**config.mk**
```make
export PLATFORM = sky130hd
export DESIGN_NAME = mem_port_arbiter_flat
export DESIGN_NICKNAME = d
export VERILOG_FILES = /design/src/rtl/mem_port_arbiter_if.sv /design/src/rtl/mem_port_arbiter.sv /design/src/flat_wrapper.sv
export SDC_FILE = /design/constraint.sdc
export NUM_CORES = 1
export LEC_CHECK = 0
export ABC_CLOCK_PERIOD_IN_PS = 2600
export CAP_MARGIN = 20
export CORE_AREA = 2 2 142 144
export DETAILED_ROUTE_END_ITERATION = 8
export DIE_AREA = 0 0 144 146
export PLACE_DENSITY_LB_ADDON = 0.25
export SLEW_MARGIN = 20
export SYNTH_ARGS = -nofsm -noshare
export SYNTH_HDL_FRONTEND = slang
export SYNTH_SLANG_ARGS = --single-unit
export TNS_END_PERCENT = 20
```
**constraint.sdc**
```tcl
create_clock -name CLK -period 2.6 [get_ports CLK]
set_input_delay 0.52 -clock CLK [delete_from_list [all_inputs] [get_ports CLK]]
set_output_delay 0.52 -clock CLK [all_outputs]
set_load 0.1 [all_outputs]
```
**src/rtl/mem_port_arbiter_if.sv**
```systemverilog
// Handshake bundle between the fetch/data requesters, the arbiter and the memory.
// master = arbiter side, slave = requesters plus memory.
interface mem_port_arbiter_if #(
  parameter int ADDR_W = 32,
  parameter int DATA_W = 32
);
  logic              i_read;
  logic [ADDR_W-1:0] i_addr;
  logic [DATA_W-1:0] i_readdata;
  logic              i_busywait;
  logic              d_read;
  logic              d_write;
  logic [ADDR_W-1:0] d_addr;
  logic [DATA_W-1:0] d_writedata;
  logic [DATA_W-1:0] d_readdata;
  logic              d_busywait;
  logic              mem_read;
  logic              mem_write;
  logic [ADDR_W-1:0] mem_addr;
  logic [DATA_W-1:0] mem_writedata;
  logic [DATA_W-1:0] mem_readdata;
  logic              mem_busywait;

  modport master (
    input  i_read, i_addr,
    input  d_read, d_write, d_addr, d_writedata,
    input  mem_readdata, mem_busywait,
    output i_readdata, i_busywait,
    output d_readdata, d_busywait,
    output mem_read, mem_write, mem_addr, mem_writedata
  );

  modport slave (
    output i_read, i_addr,
    output d_read, d_write, d_addr, d_writedata,
    output mem_readdata, mem_busywait,
    input  i_readdata, i_busywait,
    input  d_readdata, d_busywait,
    input  mem_read, mem_write, mem_addr, mem_writedata
  );
endinterface

```
**src/rtl/mem_port_arbiter.sv**
```systemverilog
// Shares one single-ported memory between fetch (I) and data (D) requesters.
// FAIR_ARB_EN: round-robin on simultaneous requests; default is D-over-I priority.
module mem_port_arbiter #(
  parameter int ADDR_W = 32,
  parameter int DATA_W = 32
) (
  input logic CLK,
  input logic RESET,
  mem_port_arbiter_if.master bus
);

  typedef enum logic [1:0] {
    IDLE,
    D_ACCESS,
    I_ACCESS
  } state_t;

  state_t state;
  logic   d_done;
  logic   i_done;
  logic   last_grant;
  logic   d_req;
  logic   i_req;
  logic   d_elig;
  logic   i_elig;
  logic   grant_d;
  logic   grant_i;

  assign d_req  = bus.d_read | bus.d_write;
  assign i_req  = bus.i_read;
  assign d_elig = d_req & ~d_done;
  assign i_elig = i_req & ~i_done;

  // last_grant: 1 = D was served last, 0 = I
`ifdef FAIR_ARB_EN
  assign grant_d = d_elig & (~i_elig | ~last_grant);
`else
  assign grant_d = d_elig;
`endif
  assign grant_i = i_elig & ~grant_d;

  assign bus.d_busywait = d_req & ~d_done;
  assign bus.i_busywait = i_req & ~i_done;

  always_ff @(posedge CLK or negedge RESET) begin
    if (!RESET) begin
      state             <= IDLE;
      d_done            <= 1'b0;
      i_done            <= 1'b0;
      last_grant        <= 1'b0;
      bus.mem_read      <= 1'b0;
      bus.mem_write     <= 1'b0;
      bus.mem_addr      <= {ADDR_W{1'b0}};
      bus.mem_writedata <= {DATA_W{1'b0}};
      bus.i_readdata    <= {DATA_W{1'b0}};
      bus.d_readdata    <= {DATA_W{1'b0}};
    end else begin
      d_done <= 1'b0;
      i_done <= 1'b0;
      unique case (state)
        IDLE: begin
          unique case (1'b1)
            grant_d: begin
              state             <= D_ACCESS;
              bus.mem_addr      <= bus.d_addr;
              bus.mem_writedata <= bus.d_writedata;
              bus.mem_write     <= bus.d_write;
              bus.mem_read      <= ~bus.d_write;
            end
            grant_i: begin
              state        <= I_ACCESS;
              bus.mem_addr <= bus.i_addr;
              bus.mem_read <= 1'b1;
            end
            default: ;
          endcase
        end
        D_ACCESS: begin
          if (!bus.mem_busywait) begin
            state         <= IDLE;
            bus.mem_read  <= 1'b0;
            bus.mem_write <= 1'b0;
            d_done        <= d_req;
            last_grant    <= 1'b1;
            if (bus.mem_read)
              bus.d_readdata <= bus.mem_readdata;
          end
        end
        I_ACCESS: begin
          if (!bus.mem_busywait) begin
            state          <= IDLE;
            bus.mem_read   <= 1'b0;
            bus.mem_write  <= 1'b0;
            i_done         <= i_req;
            last_grant     <= 1'b0;
            bus.i_readdata <= bus.mem_readdata;
          end
        end
        default: state <= IDLE;
      endcase
    end
  end

endmodule
```
**src/flat_wrapper.sv**
```systemverilog
// flat-port wrapper written by rule: the top's interface ports become plain ports
module mem_port_arbiter_flat 
#(
  parameter int ADDR_W = 32,
  parameter int DATA_W = 32
)
  (CLK, RESET, bus_i_read, bus_i_addr, bus_d_read, bus_d_write, bus_d_addr, bus_d_writedata, bus_mem_readdata, bus_mem_busywait, bus_i_readdata, bus_i_busywait, bus_d_readdata, bus_d_busywait, bus_mem_read, bus_mem_write, bus_mem_addr, bus_mem_writedata);
  mem_port_arbiter_if #(.ADDR_W(ADDR_W), .DATA_W(DATA_W)) bus_i ();
  input logic CLK;
  input logic RESET;
  input wire logic [$bits(bus_i.i_read)-1:0] bus_i_read;
  input wire logic [$bits(bus_i.i_addr)-1:0] bus_i_addr;
  input wire logic [$bits(bus_i.d_read)-1:0] bus_d_read;
  input wire logic [$bits(bus_i.d_write)-1:0] bus_d_write;
  input wire logic [$bits(bus_i.d_addr)-1:0] bus_d_addr;
  input wire logic [$bits(bus_i.d_writedata)-1:0] bus_d_writedata;
  input wire logic [$bits(bus_i.mem_readdata)-1:0] bus_mem_readdata;
  input wire logic [$bits(bus_i.mem_busywait)-1:0] bus_mem_busywait;
  output wire logic [$bits(bus_i.i_readdata)-1:0] bus_i_readdata;
  output wire logic [$bits(bus_i.i_busywait)-1:0] bus_i_busywait;
  output wire logic [$bits(bus_i.d_readdata)-1:0] bus_d_readdata;
  output wire logic [$bits(bus_i.d_busywait)-1:0] bus_d_busywait;
  output wire logic [$bits(bus_i.mem_read)-1:0] bus_mem_read;
  output wire logic [$bits(bus_i.mem_write)-1:0] bus_mem_write;
  output wire logic [$bits(bus_i.mem_addr)-1:0] bus_mem_addr;
  output wire logic [$bits(bus_i.mem_writedata)-1:0] bus_mem_writedata;
  assign bus_i.i_read = bus_i_read;
  assign bus_i.i_addr = bus_i_addr;
  assign bus_i.d_read = bus_d_read;
  assign bus_i.d_write = bus_d_write;
  assign bus_i.d_addr = bus_d_addr;
  assign bus_i.d_writedata = bus_d_writedata;
  assign bus_i.mem_readdata = bus_mem_readdata;
  assign bus_i.mem_busywait = bus_mem_busywait;
  assign bus_i_readdata = bus_i.i_readdata;
  assign bus_i_busywait = bus_i.i_busywait;
  assign bus_d_readdata = bus_i.d_readdata;
  assign bus_d_busywait = bus_i.d_busywait;
  assign bus_mem_read = bus_i.mem_read;
  assign bus_mem_write = bus_i.mem_write;
  assign bus_mem_addr = bus_i.mem_addr;
  assign bus_mem_writedata = bus_i.mem_writedata;
  mem_port_arbiter #(.ADDR_W(ADDR_W), .DATA_W(DATA_W)) u_core (.CLK(CLK), .RESET(RESET), .bus(bus_i));
endmodule
```
==> results of run 1 <==
## worst max path at each step
stage,slack (ps),depth (start not counted),end
6_report,440,4,bus_i_busywait
5_1_grt,340,4,bus_i_busywait
4_1_cts,400,4,bus_i_busywait
3_5_place_dp,390,5,u_core.bus.mem_addr[22]$_DFFE_PN0P_
3_3_place_gp,430,5,u_core.bus.mem_addr[23]$_DFFE_PN0P_
2_1_floorplan,580,4,bus_d_busywait
## per-stage QoR
stage | hold slack [ps] | setup WS [ps] | cells | util | area [um2]
global route | 61.5 | 337 | 935 | 0.465 | 8980
global placement | 469 | 435 | 903 | 0.434 | 8400
floorplan | 224 | 584 | 388 | - | 5730
CTS | 58.1 | 396 | 935 | 0.465 | 8980
detailed placement | 476 | 386 | 903 | 0.434 | 8400
finish | 41.5 | 438 | 935 | 0.465 | 8980
## Yosys cell counts (all sizes together), types with 2 or more instances
master	instances	area share
dfrtp	134	0.59
o22ai	2	0.0022
inv	7	0.0046
nand2b	2	0.0022
buf	17	0.022
a2bb2oi	32	0.049
nand2	2	0.0013
nor2	3	0.0020
a21boi	4	0.0059
ha	4	0.0087
clkbuf	10	0.0065
or3b	32	0.049
nand3b	2	0.0026
nor3b	2	0.0046
mux2i	32	0.056
mux2	96	0.19
## sequential cells by signal, summed over array words and instances (netlist names)
register,count
u_core.bus.d_readdata,32
u_core.bus.i_readdata,32
u_core.bus.mem_addr,32
u_core.bus.mem_writedata,32
u_core.state,2
u_core.bus.mem_read,1
u_core.bus.mem_write,1
u_core.d_done,1
u_core.i_done,1
## metal layers
| metal | part of all wire | up-vias | global-route usage | wire length, um |
|---|---|---|---|---|
| met3 | 0.077 | 13 | 0.0510 | 1210 |
| met4 | 0.011 | 0 | 0.0490 | 173 |
| met2 | 0.51 | 143 | 0.266 | 8070 |
| met1 | 0.40 | 2040 | 0.170 | 6290 |
| li1 | - | 1956 | - | - |
| met5 | 0 | - | 0 | 0 |
## cell type report
cell class / instances / area, um2
clock inverter: 13 / 145
multi-input combinational: 220 / 2200
tap: 265 / 332
timing repair buffer: 277 / 2490
fill: 1769 / 10400
inverter: 7 / 26.3
clock buffer: 19 / 443
sequential: 134 / 3350
## cells by family (layout without fill, tap and decap cells)
logic type | count (synthesis) | in the layout | synth area share
flops | 134 | 134 | 0.585
mux | 128 | 128 | 0.244
compound gates | 45 | 45 | 0.0666
simple gates | 43 | 43 | 0.0616
buf+inv | 34 | 316 | 0.0336
fa+ha+maj | 4 | 4 | 0.00873
==> results.toml, run 1 <==
[cts]
cts_buffer_depth = 2
htreeDepth = 4
postCtsResizedCells = 0
clk_latency_ps = 410
post_cts_buffers = 0
clkTransAtPathRegs_ps = 60
cts_tree = "yes"
cts.sink_count = 134
holdBufCountCts = 0
cts_buffers = 17
root_buffer = "clkbuf_16"

[critical_path]
ff2ff_path_depth = 5
critPathBufInv = 3
cpPeakStageDelay_ps = 360
critPathMaxFanout = 33
cp_cell_sequence = "buf_4, nand2b_1, inv_1, buf_12"
cp-start-kind = "flop"
cp.arrival_ps = 1640
reg2reg_from = "u_core.i_done$_DFF_PN0_"
critPathTopFamily = "buffers and inverters"
setup.worst_path.start = "u_core.i_done$_DFF_PN0_"
r2r_setup_slack_ps = 920
r2r-end = "u_core.bus.mem_addr[31]$_DFFE_PN0P_"
cp.required_ps = 2080
end_kind = "output port"
critPathKind = "flop to output port"
crit_slowest_cell = "dfrtp_1"

[sta]
period_share = 0.831
post-route-min-period_ps = 2160
maxSlewHeadroom = 0.677
rsz0062_at_grt = "no"
setup_viol = 0
drv_slew = 0
worstMarginPinSlew_ps = 484
hold_violations = 0
tns_ps = 0
fmax_ghz = 0.463
skew_ps = 8.79

[drt]
wl_per_cell_um = 16.8
viasPerCell = 4.44
drtIter0Drc = 78
ant_nets = 0
num_vias = 4152
drc_errors = 0
dr.pass1.iters = 4
totalWireLength_mm = 15.7

[grt]
grt_pass1_vias = 4644
antenna_found_initial = 0
grt_usage = 0.151
grt-ovfl-total = 0
grt_pass1_wl_mm = 24.7
grt_max_degree = 65

[placement]
io_buffers = 265
place_congestion = 0.758
dp_hpwl_mm = 11.3

[logic_synthesis]
yosysWarningCount = 0
synth_nets = 526
ys_seq_area_frac = 0.585
synth_flop_cell = "dfrtp_1"
synth-edff-count = 0
synth.avg_cell_area_um2 = 14.8
synth.cell_area_mm2 = 0.00573
synthCells = 388
synthArstFlopShare = 1.00
ys_types = 28
synth_seq_cells = 134

[floorplanning]
rows = 51
initial_utilization = 0.296
core_mm2 = 0.0193
die_x_um = 144
die_h_um = 146
dieArea_mm2 = 0.0210
ios = 266

[status]
outcome = "finished, final reports clean"

[layout]
syn_to_final_growth_pct = 56.7
final_cell_mix = "buf_4 (138), dfrtp_1 (134), clkdlybuf4s50_1 (132), mux2_2 (84)"
drive_gt1_frac = 0.400
nets = 795
antenna_cells = 0
final_common_cell = "buf_4"

[min_path]
hp-class = "primary input to async pin"

[job]
cap_violations = 0
Power of run 1 is not shown: default switching activity piles up to over one toggle a cycle in this logic, so the estimate is an artifact.
==> run 2: changes to the inputs <==
ABC_CLOCK_PERIOD_IN_PS = 2200   (was 2600)
clock period = 2.2 ns   (was 2.6 ns; I/O delays follow)
==> run 2 against run 1 <==
Via count increased by 2.2%. Register-to-register slack got worse by 600 ps. Wire length increased by 0.17%. Cell count increased by 0.43%. Clock skew decreased by 4.1 ps. Flip-flop and latch count unchanged. Worst setup slack got worse by 290 ps. Non-clock buffer count increased by 5. Worst hold slack improved by 410 ps. Critical endpoint unchanged. Critical path depth unchanged. Largest cell class unchanged. Global-route usage increased by 0.27 points. Count of clock-buffer cells in the layout unchanged.
==> results.toml, run 2 (synthesized netlist as in run 1, its figures left out) <==
[sta]
drv_slew = 0
hold_violations = 0
maxSlewHeadroom = 0.708
rsz0062_at_grt = "no"
post-route-min-period_ps = 2050
period_share = 0.931
skew_ps = 4.70
fmax_ghz = 0.488
setup_viol = 0
worstMarginPinSlew_ps = 438
tns_ps = 0

[layout]
final_cell_mix = "buf_4 (141), dfrtp_1 (134), clkdlybuf4s50_1 (132), mux2_2 (84)"
drive_gt1_frac = 0.404
syn_to_final_growth_pct = 56.7
nets = 800
final_common_cell = "buf_4"
antenna_cells = 0

[placement]
io_buffers = 265
dp_hpwl_mm = 11.6
place_congestion = 0.752

[critical_path]
cp.arrival_ps = 1610
reg2reg_from = "u_core.state[0]$_DFFE_PN0P_"
ff2ff_path_depth = 6
critPathMaxFanout = 7
cpPeakStageDelay_ps = 590
r2r_setup_slack_ps = 320
cp-start-kind = "primary input"
cp_cell_sequence = "clkdlybuf4s50_1, nand2b_1, inv_1, buf_12"
crit_slowest_cell = "clkdlybuf4s50_1"
r2r-end = "u_core.bus.mem_addr[15]$_DFFE_PN0P_"
cp.required_ps = 1760
critPathKind = "primary input to output port"
end_kind = "output port"

[drt]
drtIter0Drc = 65
dr.pass1.iters = 4
viasPerCell = 4.52
totalWireLength_mm = 15.8
drc_errors = 0
ant_nets = 0
wl_per_cell_um = 16.8
num_vias = 4245

[grt]
grt_max_degree = 76
antenna_found_initial = 1
grt_pass1_vias = 4749
grt-ovfl-total = 0
grt_usage = 0.154
grt_pass1_wl_mm = 25.2

[floorplanning]
rows = 51
die_x_um = 144
dieArea_mm2 = 0.0210
core_mm2 = 0.0193
initial_utilization = 0.296
die_h_um = 146
ios = 266

[cts]
cts_buffer_depth = 2
clk_latency_ps = 410
root_buffer = "clkbuf_16"
clkTransAtPathRegs_ps = 60
post_cts_buffers = 0
cts.sink_count = 134
htreeDepth = 4
cts_tree = "yes"
cts_buffers = 17

[status]
outcome = "finished, final reports clean"

[min_path]
hp-class = "primary input to async pin"

[job]
cap_violations = 0
run 2: cell count changes in the layout (fill, tap and decap cells not counted), sizes merged:
cell         before  now
buf             145  149
bufinv            2    0
clkinv            4    7
clkinvlp          3    4
dlygate4sd3       0    1
inv              11    8
run 2: worst max-delay path by stage:
stage,from,endpoint
6_report,bus_i_read,bus_i_busywait
5_1_grt,bus_i_read,bus_i_busywait
4_1_cts,bus_i_read,bus_i_busywait
3_5_place_dp,bus_i_read,u_core.bus.mem_addr[23]$_DFFE_PN0P_
3_3_place_gp,bus_d_write,u_core.bus.mem_writedata[5]$_DFFE_PN0P_
2_1_floorplan,u_core.d_done$_DFF_PN0_,bus_d_busywait
run 2: metrics by stage:
| step | hold WS (ps) | std cells | utilization | worst slack [ps] | instance area, um2 |
|---|---|---|---|---|---|
| after floorplan | 144 | 388 | - | 264 | 5730 |
| after global placement | 307 | 907 | 0.436 | 117 | 8440 |
| after detailed placement | 311 | 907 | 0.436 | 80.6 | 8440 |
| after CTS | 433 | 939 | 0.465 | 138 | 8980 |
| after global routing | 451 | 939 | 0.465 | 82.8 | 8980 |
| final | 447 | 939 | 0.465 | 153 | 8980 |
run 2: area by class of cell:
class                           instances  area, um2
Clock buffer                           19        453
Multi-Input combinational cell        220       2200
Inverter                                7       26.3
Clock inverter                         12       81.3
Tap cell                              265        332
Timing Repair Buffer                  282       2540
Fill cell                            1754      10400
Sequential cell                       134       3350
run 2: worst max-delay path: cells and delay by family:
kind	cells	cell delay, ps
buffers and inverters	3	970
and+or+nand+nor	1	180
run 2: timing repair:
| item | 4_1_cts | 5_1_grt |
|---|---|---|
| hold buffers | 1 | 0 |
| hold endpoints to repair | 21 | 0 |
| gates resized for setup | 0 | 0 |
run 2: routing by layer:
layer,vias up,wire (um),GRT usage
met4,2,276,0.0500
met3,22,1340,0.0632
met2,160,7950,0.265
met1,2084,6190,0.170
met5,-,13,0
li1,1977,-,-
Power of run 2 is left out for the same reason.
==> run 3: changes to the inputs <==
ABC_CLOCK_PERIOD_IN_PS = 2120   (was 2200)
clock period = 2.12 ns   (was 2.2 ns; I/O delays follow)
==> run 3 against run 2 <==
Worst hold slack gained 40 ps. Critical path depth is the same. Cell count shrank 0.11%. Register-to-register slack lost 60 ps. Sequential share of layout area shrank 0.37 points. Highest routed layer unchanged. Via count grew 0.21%. Worst setup slack lost 32 ps. Utilization grew 0.46 points. Clock skew grew 2.0 ps. Die area is the same.
==> results.toml, run 3 (synthesized netlist as in run 1, its figures left out) <==
[critical_path]
critPathMaxFanout = 9
cp-start-kind = "primary input"
r2r_setup_slack_ps = 260
r2r-end = "u_core.bus.mem_addr[31]$_DFFE_PN0P_"
ff2ff_path_depth = 6
cp.required_ps = 1700
critPathKind = "primary input to output port"
end_kind = "output port"
reg2reg_from = "u_core.state[0]$_DFFE_PN0P_"
setup.worst_path.start = "bus_d_write"
endpoint = "bus_d_busywait"
cp.arrival_ps = 1580

[layout]
regArea_mm2 = 0.00335
fillers = 1753
antenna_cells = 0
final_cell_mix = "buf_4 (137), dfrtp_1 (134), clkdlybuf4s50_1 (132), mux2_2 (84)"
drive_gt1_frac = 0.401
final_common_cell = "buf_4"
nets = 798
syn_to_final_growth_pct = 58.3
fin_cells = 938
multi_input_area_mm2 = 0.00220

[grt]
grt_usage = 0.148
grt_pass1_vias = 4599
grt_max_degree = 54
antenna_found_initial = 1
grt-ovfl-total = 0
grt_pass1_wl_mm = 24.1

[drt]
viasPerCell = 4.54
wl_met3_mm = 1.34
ant_nets = 0
wl_per_cell_um = 16.6
wl_met2_mm = 7.78
totalWireLength_mm = 15.6
highest_layer = "met5"
dr.pass1.iters = 4
num_vias = 4254
drc_errors = 0
wl_met1_mm = 6.13
drtIter0Drc = 128

[floorplanning]
rows = 51
dieArea_mm2 = 0.0210
core_mm2 = 0.0193
die_x_um = 144
die_h_um = 146
ios = 266
initial_utilization = 0.296

[min_path]
hp-class = "flop to flop"

[cts]
cts_buffers = 17
cts_buffer_depth = 2
cts.sink_count = 134
cts_tree = "yes"
clkTransAtPathRegs_ps = 60
htreeDepth = 4
clk_latency_ps = 410
root_buffer = "clkbuf_16"

[sta]
skew_ps = 6.68
drv_slew = 0
maxSlewHeadroom = 0.659
period_share = 0.943
setup_viol = 0
fmax_ghz = 0.500
hold_violations = 0
tns_ps = 0
fin_ws_ps = 121
worstMarginPinSlew_ps = 512
rsz0062_at_grt = "no"
post-route-min-period_ps = 2000

[job]
cap_violations = 0

[status]
outcome = "finished, final reports clean"

[placement]
io_buffers = 265
dp_hpwl_mm = 11.1
post-place-cells = 905
place_congestion = 0.736
pre_cts_ws_ps = 45.4
-- run 3: layout make-up --
class	instances	area share
tap	265	0.0366
clock buffer	19	0.0488
clock inverter	13	0.0188
inverter	7	0.00290
timing repair buffer	280	0.281
sequential	134	0.370
multi-input combinational	220	0.242
-- run 3: metal layers --
metal,global-route usage,vias up
met1,0.163,2106
li1,-,1969
met2,0.254,157
met3,0.0625,20
met5,0,-
met4,0.0529,2
-- run 3: through the flow --
| stage | util | cell area [um2] | hold slack [ps] |
|---|---|---|---|
| 2_1_floorplan | - | 5730 | 128 |
| 3_3_place_gp | 0.437 | 8450 | 416 |
| 3_5_place_dp | 0.437 | 8450 | 424 |
| 4_1_cts | 0.469 | 9070 | 491 |
| 5_1_grt | 0.469 | 9070 | 510 |
| 6_report | 0.469 | 9070 | 487 |
-- run 3: worst max-delay path, stage by stage --
cell             delay, ps
clkdlybuf4s50_1        500
o21bai_4               330
inv_1                  130
buf_12                 180
-- run 3: worst min path at each step --
| stage | from | endpoint | slack [ps] | cells after the start |
|---|---|---|---|---|
| after global routing | u_core.bus.mem_writedata[11]$_DFFE_PN0P_ | u_core.bus.mem_writedata[11]$_DFFE_PN0P_ | 510 | 1 |
| after global placement | RESET | u_core.bus.mem_writedata[6]$_DFFE_PN0P_ | 420 | 1 |
| after floorplan | RESET | u_core.bus.d_readdata[0]$_DFFE_PN0P_ | 130 | 0 |
| final | u_core.bus.mem_writedata[17]$_DFFE_PN0P_ | u_core.bus.mem_writedata[17]$_DFFE_PN0P_ | 490 | 1 |
| after detailed placement | RESET | u_core.bus.mem_writedata[5]$_DFFE_PN0P_ | 420 | 1 |
| after CTS | u_core.bus.mem_writedata[17]$_DFFE_PN0P_ | u_core.bus.mem_writedata[17]$_DFFE_PN0P_ | 490 | 1 |
-- run 3: what timing repair did --
item	4_1_cts	5_1_grt
setup buffers	0	0
endpoints found under the hold margin	50	0
gates resized for setup	0	0
hold buffers	1	0
setup endpoints to repair	0	0
Power of run 3 is left out for the same reason.
